## src/rtl/pe_array_feeder.sv

```systemverilog
// pe_array_feeder: ping-pong group buffer feeding the PE_array data_in bus,
// then collecting the serial psums once the array latency has elapsed.
module pe_array_feeder #(
  parameter int O_CH       = 6,
  parameter int ROW_LENGTH = 11,
  parameter int K          = 10,
  parameter int WIDTH      = 14,
  parameter int DRAIN_LAT  = 3
) (
  input  logic             clk_in,
  input  logic             rst_in,
  input  logic             start,
  input  logic             in_valid,
  input  logic [26:0]      in_data,
  output logic             in_ready,
  output logic [26:0]      data_out,
  input  logic [WIDTH-1:0] psum_in,
  output logic             psum_valid,
  output logic [WIDTH-1:0] psum_data,
  output logic [2:0]       psum_idx,
  output logic             busy,
  output logic             done,
  output logic             underrun
);

  localparam int TOTAL = ROW_LENGTH * K;
  localparam int GW    = $clog2(TOTAL + 1);
  localparam int IW    = $clog2(O_CH + 1);

  localparam logic [GW-1:0] TOT_G  = GW'(TOTAL);
  localparam logic [GW-1:0] LAST_G = GW'(TOTAL - 1);
  localparam logic [GW-1:0] ONE_G  = GW'(1);
  localparam logic [IW-1:0] LAST_I = IW'(O_CH);
  localparam logic [IW-1:0] ONE_I  = IW'(1);
  localparam logic [2:0]    LAST_P = 3'(O_CH - 1);
  localparam logic [1:0]    LAST_D = 2'(DRAIN_LAT - 1);

  typedef enum logic [2:0] {
    IDLE, FILL, STREAM, DRAIN, COLLECT, DONE
  } state_e;

  state_e            state_q, state_d;
  logic [26:0]       buf_q [2][O_CH+1];
  logic [26:0]       buf_d [2][O_CH+1];
  logic [1:0]        full_q, full_d;
  logic              wsel_q, wsel_d;
  logic              rsel_q, rsel_d;
  logic [IW-1:0]     widx_q, widx_d;
  logic [IW-1:0]     ridx_q, ridx_d;
  logic [GW-1:0]     gin_q, gin_d;
  logic [GW-1:0]     gout_q, gout_d;
  logic [1:0]        drain_q, drain_d;
  logic [2:0]        pcnt_q, pcnt_d;
  logic [26:0]       dout_q, dout_d;
  logic              pv_q, pv_d;
  logic [WIDTH-1:0]  pd_q, pd_d;
  logic [2:0]        pidx_q, pidx_d;
  logic              ur_q, ur_d;
  logic              accept;

  assign busy       = (state_q != IDLE) && (state_q != DONE);
  assign done       = (state_q == DONE);
  assign in_ready   = busy && !full_q[wsel_q] && (gin_q < TOT_G);
  assign accept     = in_valid && in_ready;
  assign data_out   = dout_q;
  assign psum_valid = pv_q;
  assign psum_data  = pd_q;
  assign psum_idx   = pidx_q;
  assign underrun   = ur_q;

  always_comb begin
    state_d = state_q;
    buf_d   = buf_q;
    full_d  = full_q;
    wsel_d  = wsel_q;
    rsel_d  = rsel_q;
    widx_d  = widx_q;
    ridx_d  = ridx_q;
    gin_d   = gin_q;
    gout_d  = gout_q;
    drain_d = drain_q;
    pcnt_d  = pcnt_q;
    dout_d  = '0;
    pv_d    = 1'b0;
    pd_d    = pd_q;
    pidx_d  = '0;
    ur_d    = ur_q;

    if (accept) begin
      buf_d[wsel_q][widx_q] = in_data;
      if (widx_q == LAST_I) begin
        full_d[wsel_q] = 1'b1;
        wsel_d         = !wsel_q;
        widx_d         = '0;
        gin_d          = gin_q + ONE_G;
      end else begin
        widx_d = widx_q + ONE_I;
      end
    end

    unique case (state_q)
      IDLE: begin
        if (start) begin
          state_d = FILL;
          ur_d    = 1'b0;
          full_d  = '0;
          wsel_d  = 1'b0;
          rsel_d  = 1'b0;
          widx_d  = '0;
          ridx_d  = '0;
          gin_d   = '0;
          gout_d  = '0;
          drain_d = '0;
          pcnt_d  = '0;
        end
      end
      FILL: begin
        if (full_q[rsel_q]) state_d = STREAM;
      end
      STREAM: begin
        if (full_q[rsel_q]) begin
          dout_d = buf_q[rsel_q][ridx_q];
          if (ridx_q == LAST_I) begin
            // the writer only targets a non-full bank, so this
            // clear never collides with the set above
            full_d[rsel_q] = 1'b0;
            rsel_d         = !rsel_q;
            ridx_d         = '0;
            gout_d         = gout_q + ONE_G;
            if (gout_q == LAST_G) begin
              state_d = DRAIN;
              drain_d = '0;
            end
          end else begin
            ridx_d = ridx_q + ONE_I;
          end
        end else begin
          ur_d = 1'b1;
        end
      end
      DRAIN: begin
        drain_d = drain_q + 2'd1;
        if (drain_q == LAST_D) begin
          state_d = COLLECT;
          pv_d    = 1'b1;
          pd_d    = psum_in;
          pcnt_d  = 3'd1;
        end
      end
      COLLECT: begin
        pv_d   = 1'b1;
        pd_d   = psum_in;
        pidx_d = pcnt_q;
        pcnt_d = pcnt_q + 3'd1;
        if (pcnt_q == LAST_P) state_d = DONE;
      end
      DONE: state_d = IDLE;
      default: state_d = IDLE;
    endcase
  end

  always_ff @(posedge clk_in) begin
    if (rst_in) begin
      state_q <= IDLE;
      for (int b = 0; b < 2; b++) begin
        for (int i = 0; i <= O_CH; i++) begin
          buf_q[b][i] <= '0;
        end
      end
      full_q  <= '0;
      wsel_q  <= 1'b0;
      rsel_q  <= 1'b0;
      widx_q  <= '0;
      ridx_q  <= '0;
      gin_q   <= '0;
      gout_q  <= '0;
      drain_q <= '0;
      pcnt_q  <= '0;
      dout_q  <= '0;
      pv_q    <= 1'b0;
      pd_q    <= '0;
      pidx_q  <= '0;
      ur_q    <= 1'b0;
    end else begin
      state_q <= state_d;
      buf_q   <= buf_d;
      full_q  <= full_d;
      wsel_q  <= wsel_d;
      rsel_q  <= rsel_d;
      widx_q  <= widx_d;
      ridx_q  <= ridx_d;
      gin_q   <= gin_d;
      gout_q  <= gout_d;
      drain_q <= drain_d;
      pcnt_q  <= pcnt_d;
      dout_q  <= dout_d;
      pv_q    <= pv_d;
      pd_q    <= pd_d;
      pidx_q  <= pidx_d;
      ur_q    <= ur_d;
    end
  end

endmodule
```

## config.mk

```make
export PLATFORM = sky130hd
export DESIGN_NAME = pe_array_feeder
export DESIGN_NICKNAME = d
export VERILOG_FILES = /design/src/rtl/pe_array_feeder.sv
export SDC_FILE = /design/constraint.sdc
export NUM_CORES = 1
export LEC_CHECK = 0
export ABC_AREA = 1
export BUFFER_PORTS_ARGS = -buffer_cell sky130_fd_sc_hd__buf_4
export CAP_MARGIN = 20
export CORE_MARGIN = 4
export CORE_UTILIZATION = 45
export CTS_BUF_LIST = sky130_fd_sc_hd__clkbuf_8
export DETAILED_ROUTE_END_ITERATION = 10
export GPL_TIMING_DRIVEN = 0
export PLACE_DENSITY = 0.68
export SYNTH_ARGS = -nofsm -noshare
export SYNTH_HDL_FRONTEND = slang
export SYNTH_SLANG_ARGS = --single-unit
```

## constraint.sdc

```tcl
create_clock -name clk_in -period 1.9 [get_ports clk_in]
set_input_delay 0.38 -clock clk_in [delete_from_list [all_inputs] [get_ports clk_in]]
set_output_delay 0.38 -clock clk_in [all_outputs]
set_load 0.05 [all_outputs]
```

== Word level (Yosys, flattened, before mapping) ==
Index checks and enable logic that the tools add are counted.
Storage, ports and cells
  flip-flop bits (word level): 456
  bits of input ports: 45
Operators by class
  $lt $le $gt $ge: 11
  mux-type cells: 70
  eq/ne operators: 19
  bitwise logic cells: 10
  reductions and logical operators: 26
  add/subtract/negate cells: 6
Operator list (number)
  two-way mux 189 bit: 4
  bitwise mux 378 bit: 1
  demux 189 bit (select 1 bit): 1
  binary-select mux 27 bit (select 3 bit): 1
  demux 27 bit (select 3 bit): 1
  two-way mux 27 bit: 3
  two-way mux 7 bit: 7
  two-way mux 3 bit: 15
  one-hot mux 14 bit (2 select lines): 1
  two-way mux 2 bit: 9
  != test 2 bit (second input constant): 8
  equality test 3 bit (second input constant): 5
  two-way mux 1 bit: 15
  one-hot mux 3 bit (5 select lines): 1
  adder 7 x 1 -> 7 bit (second input constant): 2
  two-way mux 14 bit: 1
  one-hot mux 7 bit (2 select lines): 1
  adder 3 x 1 -> 3 bit (second input constant): 3
  one-hot mux 3 bit (3 select lines): 1
  AND reduction 3 bit: 3
  nonzero test 3 bit: 3
  >= comparator 4 bit (second input constant): 2
  logical AND 1 bit: 8
  inverter 3 -> 4 bit: 2
  other kinds (31): 44

== Logic depth before layout (Yosys ltp) ==
Gate-level depths: netlist of run 1.
  depth after elaboration: 11
  mapped depth: 13
  mapped depth without buffers: 10

== Worst setup path after synthesis of run 1 ==
OpenSTA, ideal clock, no wires.
  kind: register to register
  from: register wsel_q
  to: register gin_q[0]
  path slack: -0.261 ns
  data required time: 1.783 ns
  clock period less this slack: 2.161 ns
  arrival: 2.044 ns
  setup time: 0.117 ns
  cell stages (with the launch flop): 10
  path through: dfxtp_1 buf_6 clkinv_4 nand2_1 nand2_1 nand3_1 nor2_1 nand3_1 o21ai_0 nor2_1
Between the ends
  cells in the longest elaborated chain, start to end: 9
RTL lines
  start, declared: RTL line 46  | logic wsel_q, wsel_d;
  start signal, assigned: RTL line 188  | wsel_q <= wsel_d;
  two-way mux 1 bit (not written as such) (*) (2 in series): RTL line 63  | assign in_ready = busy && !full_q[wsel_q] && (gin_q < TOT_G);
  zero test 1 bit (*): RTL line 63
  logical AND 1 bit (*) (2 in series): RTL line 63
  net in_ready: RTL line 15  | output logic in_ready,
  logical AND 1 bit (*): RTL line 64  | assign accept = in_valid && in_ready;
  two-way mux 7 bit (*): RTL line 89  | if (accept) begin
  two-way mux 7 bit: RTL line 103  | if (start) begin
  two-way mux 7 bit (*): RTL line 101  | unique case (state_q)
  end signal, assigned: RTL line 192  | gin_q <= gin_d;
  end, declared: RTL line 50  | logic [GW-1:0] gin_q, gin_d;
The timed path passes the listed nets; every way through them passes the cells marked *. The select of a mux whose other input is x is not followed.
A chain may end at the register's enable or synchronous reset.

== Worst setup path in the final report of run 1 ==
  from: register state_q[0]
  to: output in_ready
Between the ends
  cells in the longest elaborated chain, start to end: 4
  elaborated cells between the ends (all ways): 5
  classes of those cells: eq/ne: 1; reduce/logical: 4
RTL lines
  start, declared: RTL line 42  | state_e state_q, state_d;
  start signal, assigned: RTL line 185  | state_q <= state_d;
  != test 3 bit or nonzero test 3 bit (tied branches): RTL line 61  | assign busy = (state_q != IDLE) && (state_q != DONE);
  logical AND 1 bit (*): RTL line 61
  logical AND 1 bit (*) (2 in series): RTL line 63
  end, declared: RTL line 15
Mark *: on every way between the ends. The rest lies on a longest branch, timed or not.

==> metrics.md, run 1 <==
| Metric | Value |
|---|---|
| Crit Path Max Fanout | `4` |
| Worst R2R Path Depth | `9` |
| Top Ports | `94` |
| Fraction of layout instances using a drive strength above 1 | `16.5%` |
| Avg Inst Size Synth | `7.12 sq um` |
| Initial antenna violation count | `2` |
| Via count | `22,400` |
| Worst Setup Slack, final | `-116 ps` |
| Die ar. | `~0.049 sq mm` |
| GRT Residual Overflow | `0` |
| WHS | `35.5 ps` |
| Power Dens Cells | `between 1000 and 1500 mW/mm^2` |
| Total CTS buffers | `79` |
| DR pass1 iterations | `6` |
| Yosys top cell area share | `between 40 and 50%` |
| GR Util All Layers | `between 30% and 40%` |
| Routed WL per cell | `22.2 um` |
| Maximum VDD drop | `0.633 mV` |
| CP required | `between 1500 and 2000 ps` |
| Slew @ Worst Pin | `~1000 ps` |
| Final setup fails | `4` |
| Fin. Hold Viols | `0` |
| Post-layout util | `55.8%` |
| Core ar. | `0.0446 sq mm` |
| Critical path endpoint category | `output pin` |
| First-pass GRT wire length | `123 mm` |
| Met3 Use GR | `7.08%` |
| Die H | `221 um` |
| GR Util met2 | `47.8%` |
| GR Util met1 | `43.0%` |
| Worst Clk Skew | `29.3 ps` |
| Root Driver | `clkbuf_8` |
| FP Rows | `77` |
| TNS Setup | `-220 ps` |
| HPWL after detailed placement | `59.9 mm` |
| Main synth FF type | `dfxtp_1` |
| CTS tree | `done` |
| Vias per cell | `5.97` |
| Register area share after synthesis | `around 45%` |
| Port bufs | `92` |
| Startpoint Class | `flop` |
| Number of synthesized flops with an enable pin | `0` |
| Mapped Cells | `2,873` |
| Ant diodes | `0` |
| Area of the mapped netlist | `0.0205 sq mm` |
| Pleak | `0.00869 uW` |
| Clock Tree Buf Depth | `3` |
| Die width | `about 220 um` |
| H-tree levels | `3` |
| WHS Path Cells | `3` |
| Tmin final | `~2000 ps` |
| Drt drc | `0` |
| Top post-synthesis cells by area | `dfxtp_1 45%, a21oi_1 14%, nand3_1 10%, nand2_1 8.4%, o21ai_0 6.3%` |
| Largest net degree at the start of global routing | `17` |
| First DRT Iteration DRCs | `~3,000` |
| Final Cycle Share | `106%` |
| Type of the worst setup path | `reg2out` |
| Yosys reg bits | `approximately 460` |
| Max Fclk | `0.496 GHz` |
| RSZ-0062 raised after global routing | `true` |
| Commonest cells in the synthesized netlist | `561 x a21oi_1, 458 x nand2_1, 456 x dfxtp_1, 408 x nand3_1, 258 x o21ai_0` |
| Clk sinks | `~460` |
| Relative slew slack | `31.4%` |
| Arrival @ worst endpoint | `1640 ps` |
| Final nets | `roughly 3,200` |
| Routed wire length | `83.1 mm` |
| Synth Net Count | `~3,000` |
| Status | `finished, violations left` |
| HP Class | `in2reg` |
| Post-route ant nets | `0` |
| Post-synth ARST share | `0%` |
| Vias in the first global route | `20,700` |
| Placer congestion estimate | `~0.99` |
| Failing checks | `setup timing` |
| Post-synth top area cell | `dfxtp_1` |
| Clock-pin slew on the worst setup and hold paths | `roughly 70 ps` |
| Cell variety after synth | `36` |
| Top-count cell post-synth | `a21oi_1` |
| Max-slew violations | `0` |
| Max-cap viol count | `0` |
| Clk Latency, worst-skew pair | `680 ps` |
| GRT busiest layer | `met2` |
| Initial Util | `45.9%` |
| Area grow syn2layout | `21.5%` |
| Yosys warnings | `0` |
## layout by cell type, fill, tap and decap left out, drive strengths merged
master	netlist	final
a211oi	3	3
a21o	2	2
a21oi	561	561
a22oi	2	2
and2	1	1
buf	99	230
clkbuf	155	261
clkinv	1	5
clkinvlp	0	4
dfxtp	456	456
dlygate4sd3	0	14
ha	6	6
inv	165	193
nand2	473	473
nand3	410	410
nand4	6	6
nor2	196	196
nor3	16	16
nor4	1	1
o211ai	12	12
o21a	9	9
o21ai	294	294
o22ai	1	1
o31ai	1	1
or2	1	1
xor2	2	2
## final timing paths
path               startpoint     endpoint  slack, ps
setup / recovery   state_q[0]     in_ready       -120
hold / removal    in_data[26]    buf_q[53]         40
setup reg to reg   state_q[0]  data_out[0]        -10
hold reg to reg    buf_q[105]   buf_q[105]        460
## cells by family after synthesis
kind of cell             Yosys count  synth area share [%]
flip-flops                       456                  44.6
buffers and inverters            420                  9.21
AO/OA/AOI/OAI                    885                  22.0
adder cells (fa/ha/maj)            6                 0.367
AND/OR/NAND/NOR                 1104                  23.7
XOR/XNOR                           2                0.0856
## worst max-delay path, cell delays in order, from the launching register on
cell	delay, ps
dfxtp_1	320
buf_6	120
nor2_4	40
nand2_4	90
nand3_4	80
nor2_4	150
buf_8	160
## final cells by class
class / instances / area (sq um)
Buffer: 249 / 1590
Clock buffer: 103 / 1420
Clock inverter: 36 / 150
Fill cell: 4212 / 19700
Inverter: 166 / 654
Multi-Input combinational cell: 1997 / 9830
Sequential cell: 456 / 9160
Tap cell: 592 / 741
Timing Repair Buffer: 153 / 1340
## registers in the layout, indices dropped and copies added, names as in the netlist
| name | count |
|---|---|
| psum_idx | 3 |
| rsel_q | 1 |
| underrun | 1 |
| widx_q | 3 |
| data_out | 27 |
| gout_q | 7 |
| drain_q | 2 |
| wsel_q | 1 |
| psum_data | 14 |
| ridx_q | 3 |
| pcnt_q | 3 |
| full_q | 2 |
| buf_q | 378 |
| psum_valid | 1 |
| state_q | 3 |
| gin_q | 7 |
## per-layer routing
| layer | routed length [um] | part of all wire (%) | up-vias |
|---|---|---|---|
| met5 | 0 | 0 | - |
| met4 | 5420 | 6.5 | 0 |
| met3 | 9200 | 11 | 286 |
| met2 | 35300 | 42 | 1394 |
| met1 | 33200 | 40 | 10600 |
| li1 | - | - | 10100 |
## metrics by stage
step	std cells	setup WS [ps]	cell area, sq um	total power [uW]
after floorplan	2873	52.7	20500	14500
after global placement	3557	-1040	21900	17300
after detailed placement	3557	-1080	21900	17300
after CTS	3719	-128	24200	26900
after global routing	3752	-170	24900	28600
final	3752	-116	24900	27800
## report_power, final
| group | internal (uW) | switching (uW) | leakage, uW |
|---|---|---|---|
| Sequential | 9830 | 196 | 0.00368 |
| Clock | 4820 | 4220 | 0.000913 |
| Combinational | 2570 | 6120 | 0.00410 |
## repair_timing
item | 4_1_cts | 5_1_grt
setup buffers | 12 | 35
hold buffers | 14 | 0
hold endpoints to repair | 14 | 0
gates cloned | 0 | 0
resized for setup | 199 | 139
endpoints found under the setup margin | 428 | 420
pin swaps | 17 | 23
(Power assumes the default switching activity.)
==> inputs of run 2 (changes only) <==
==> constraint.sdc (replaced) <==
create_clock -name clk_in -period 1.9 [get_ports clk_in]
set_input_delay 0.095 -clock clk_in [delete_from_list [all_inputs] [get_ports clk_in]]
set_output_delay 0.095 -clock clk_in [all_outputs]
set_load 0.05 [all_outputs]
==> metrics.md, run 2 (synthesized netlist as in run 1, its figures left out) <==
| Metric | Value |
|---|---|
| First-pass GRT wire length | `124 mm (was 123 mm)` |
| Relative slew slack | `26.6% (was 31.4%)` |
| Final nets | `3,212 (was 3,153)` |
| Slew @ Worst Pin | `1100 ps (was 1030 ps)` |
| Total CTS buffers | `79 (unchanged)` |
| GRT Residual Overflow | `0 (unchanged)` |
| Startpoint Class | `flop (unchanged)` |
| Clock Tree Buf Depth | `3 (unchanged)` |
| Type of the worst setup path | `reg2reg (was reg2out)` |
| Pre-CTS setup slack | `-1080 ps (unchanged)` |
| Via count | `22,900 (was 22,400)` |
| Arrival @ worst endpoint | `2500 ps (was 1640 ps)` |
| Worst Clk Skew | `31.8 ps (was 29.3 ps)` |
| Initial antenna violation count | `1 (was 2)` |
| Final Cycle Share | `102% (was 106%)` |
| Root Driver | `clkbuf_8 (unchanged)` |
| DR pass1 iterations | `7 (was 6)` |
| Max Fclk | `0.516 GHz (was 0.496 GHz)` |
| Largest stage delay, worst path | `370 ps (was 320 ps)` |
| Crit Path Max Fanout | `10 (was 4)` |
| Crit path cell chain | `inv_6 > buf_6 > buf_4 > buf_4 > o21ai_0 > a21oi_2 > nor2_1 > nor2_2 (was buf_6 > nor2_4 > nand2_4 > nand3_4 > nor2_4 > buf_8)` |
| Die width | `221 um (unchanged)` |
| CTS tree | `done (unchanged)` |
| Maximum VDD drop | `0.650 mV (was 0.633 mV)` |
| Clk sinks | `456 (unchanged)` |
| HPWL after detailed placement | `59.9 mm (unchanged)` |
| Clock-pin slew on the worst setup and hold paths | `60 ps (was 70 ps)` |
| Post-layout util | `58.1% (was 55.8%)` |
| Most common cell after layout, fill and taps aside | `a21oi_1 (unchanged)` |
| CP required | `2460 ps (was 1520 ps)` |
| Drt drc | `0 (unchanged)` |
| Most frequent cells in the layout | `519 x a21oi_1, 450 x dfxtp_1, 447 x nand2_1, 406 x nand3_1, 246 x o21ai_0 (was 546 x a21oi_1, 451 x nand2_1, 446 x dfxtp_1, 404 x nand3_1, 248 x o21ai_0)` |
| Failing checks | `setup timing (unchanged)` |
| GR Util All Layers | `32.2% (was 31.9%)` |
| Worst path most repeated cell | `buf_4 (was nor2_4)` |
| Post-route ant nets | `0 (unchanged)` |
| Crit path max-delay cell type | `dfxtp_4 (was dfxtp_1)` |
| Die H | `221 um (unchanged)` |
| Max-slew violations | `0 (unchanged)` |
| Top reg by flops | `buf_q (unchanged)` |
| First DRT Iteration DRCs | `2,950 (was 2,957)` |
| Pleak | `0.00905 uW (was 0.00869 uW)` |
| Status | `finished, violations left (unchanged)` |
| Critical path endpoint category | `flop (was output pin)` |
| Port bufs | `92 (unchanged)` |
| FP Rows | `77 (unchanged)` |
| Tmin final | `1940 ps (was 2020 ps)` |
| Routed wire length | `84.9 mm (was 83.1 mm)` |
| Largest net degree at the start of global routing | `11 (was 17)` |
| Final setup fails | `3 (was 4)` |
| Clk Latency, worst-skew pair | `680 ps (about the same)` |
| Placer congestion estimate | `0.994 (unchanged)` |
| Core ar. | `0.0446 sq mm (unchanged)` |
| Worst Setup Slack, final | `-37.2 ps (was -116 ps)` |
| Vias per cell | `6.00 (was 5.97)` |
| Die ar. | `0.0489 sq mm (unchanged)` |
| H-tree levels | `3 (unchanged)` |
| Largest register FFs | `378 (unchanged)` |
| Top Ports | `94 (unchanged)` |
| Routed WL per cell | `22.3 um (was 22.2 um)` |
| Vias in the first global route | `21,000 (was 20,700)` |
| RSZ-0062 raised after global routing | `true (unchanged)` |
| HP Class | `in2reg (unchanged)` |
| Initial Util | `45.9% (unchanged)` |
| Area grow syn2layout | `26.6% (was 21.5%)` |
| Max-cap viol count | `0 (unchanged)` |
| Power Dens Cells | `1100 mW/mm^2 (was 1120 mW/mm^2)` |
| Fraction of layout instances using a drive strength above 1 | `17.9% (was 16.5%)` |
| Fin. Hold Viols | `0 (unchanged)` |
run 2: changes by cell type in the layout (fill, tap and decap cells not counted), sizes merged:
cell / change
clkbuf: -11
dlygate4sd3: +29
inv: +2
bufbuf: +1
diode: +1
buf: +38
clkinv: -1
clkinvlp: -1
nand2: +2
run 2: path summary, 6_finish.rpt:
| path | start | endpoint | slack [ps] | depth (start not counted) |
|---|---|---|---|---|
| setup reg to reg | rsel_q | data_out[0] | -40 | 8 |
| hold reg to reg | buf_q[75] | buf_q[75] | 450 | 2 |
| setup / recovery | rsel_q | data_out[0] | -40 | 8 |
| hold / removal | rst_in | underrun | 60 | 4 |
run 2: report_power, final:
| group | switching (uW) | internal, uW |
|---|---|---|
| clock | 4230 | 4820 |
| sequential | 197 | 9830 |
| combinational | 6360 | 3020 |
run 2: routing by layer:
| metal | vias to the layer above | routed length (um) | GRT usage [%] |
|---|---|---|---|
| met5 | - | 0 | 0 |
| met1 | 10800 | 33300 | 42.9 |
| met2 | 1488 | 35800 | 48.2 |
| li1 | 10300 | - | - |
| met4 | 0 | 5890 | 17.4 |
| met3 | 353 | 9850 | 7.94 |
run 2: layout make-up:
type	instances	area, sq um
Inverter	166	648
Antenna cell	1	2.50
Sequential cell	456	9150
Clock buffer	103	1420
Buffer	250	1820
Clock inverter	36	150
Multi-Input combinational cell	1999	10000
Tap cell	592	741
Fill cell	4112	18700
Timing Repair Buffer	209	1970
run 2: worst max-delay path, delay by kind of cell, from the launching register on:
kind / cells / cell delay (ps)
flops: 1 / 370
compound gates: 2 / 420
buf+inv: 4 / 750
simple gates: 2 / 290
run 2: through the flow:
| stage | area, sq um | std cells | power, uW | hold slack [ps] | setup TNS (ps) |
|---|---|---|---|---|---|
| after floorplan | 20500 | 2873 | 14500 | 230 | 0 |
| after global placement | 21900 | 3557 | 17300 | 321 | -42480 |
| after detailed placement | 21900 | 3557 | 17300 | 329 | -53060 |
| after CTS | 24800 | 3761 | 27200 | 85.3 | -5.42 |
| after global routing | 25900 | 3811 | 29300 | 82.0 | -1210 |
| final | 25900 | 3812 | 28500 | 57.7 | -69.6 |
run 2: repair_timing:
item,CTS,global route
hold buffers,43,0
buffers inserted,20,48
endpoints found under the setup margin,426,425
pin swaps,13,54
gates resized for setup,239,194
hold endpoints to repair,136,0
cloned,3,5
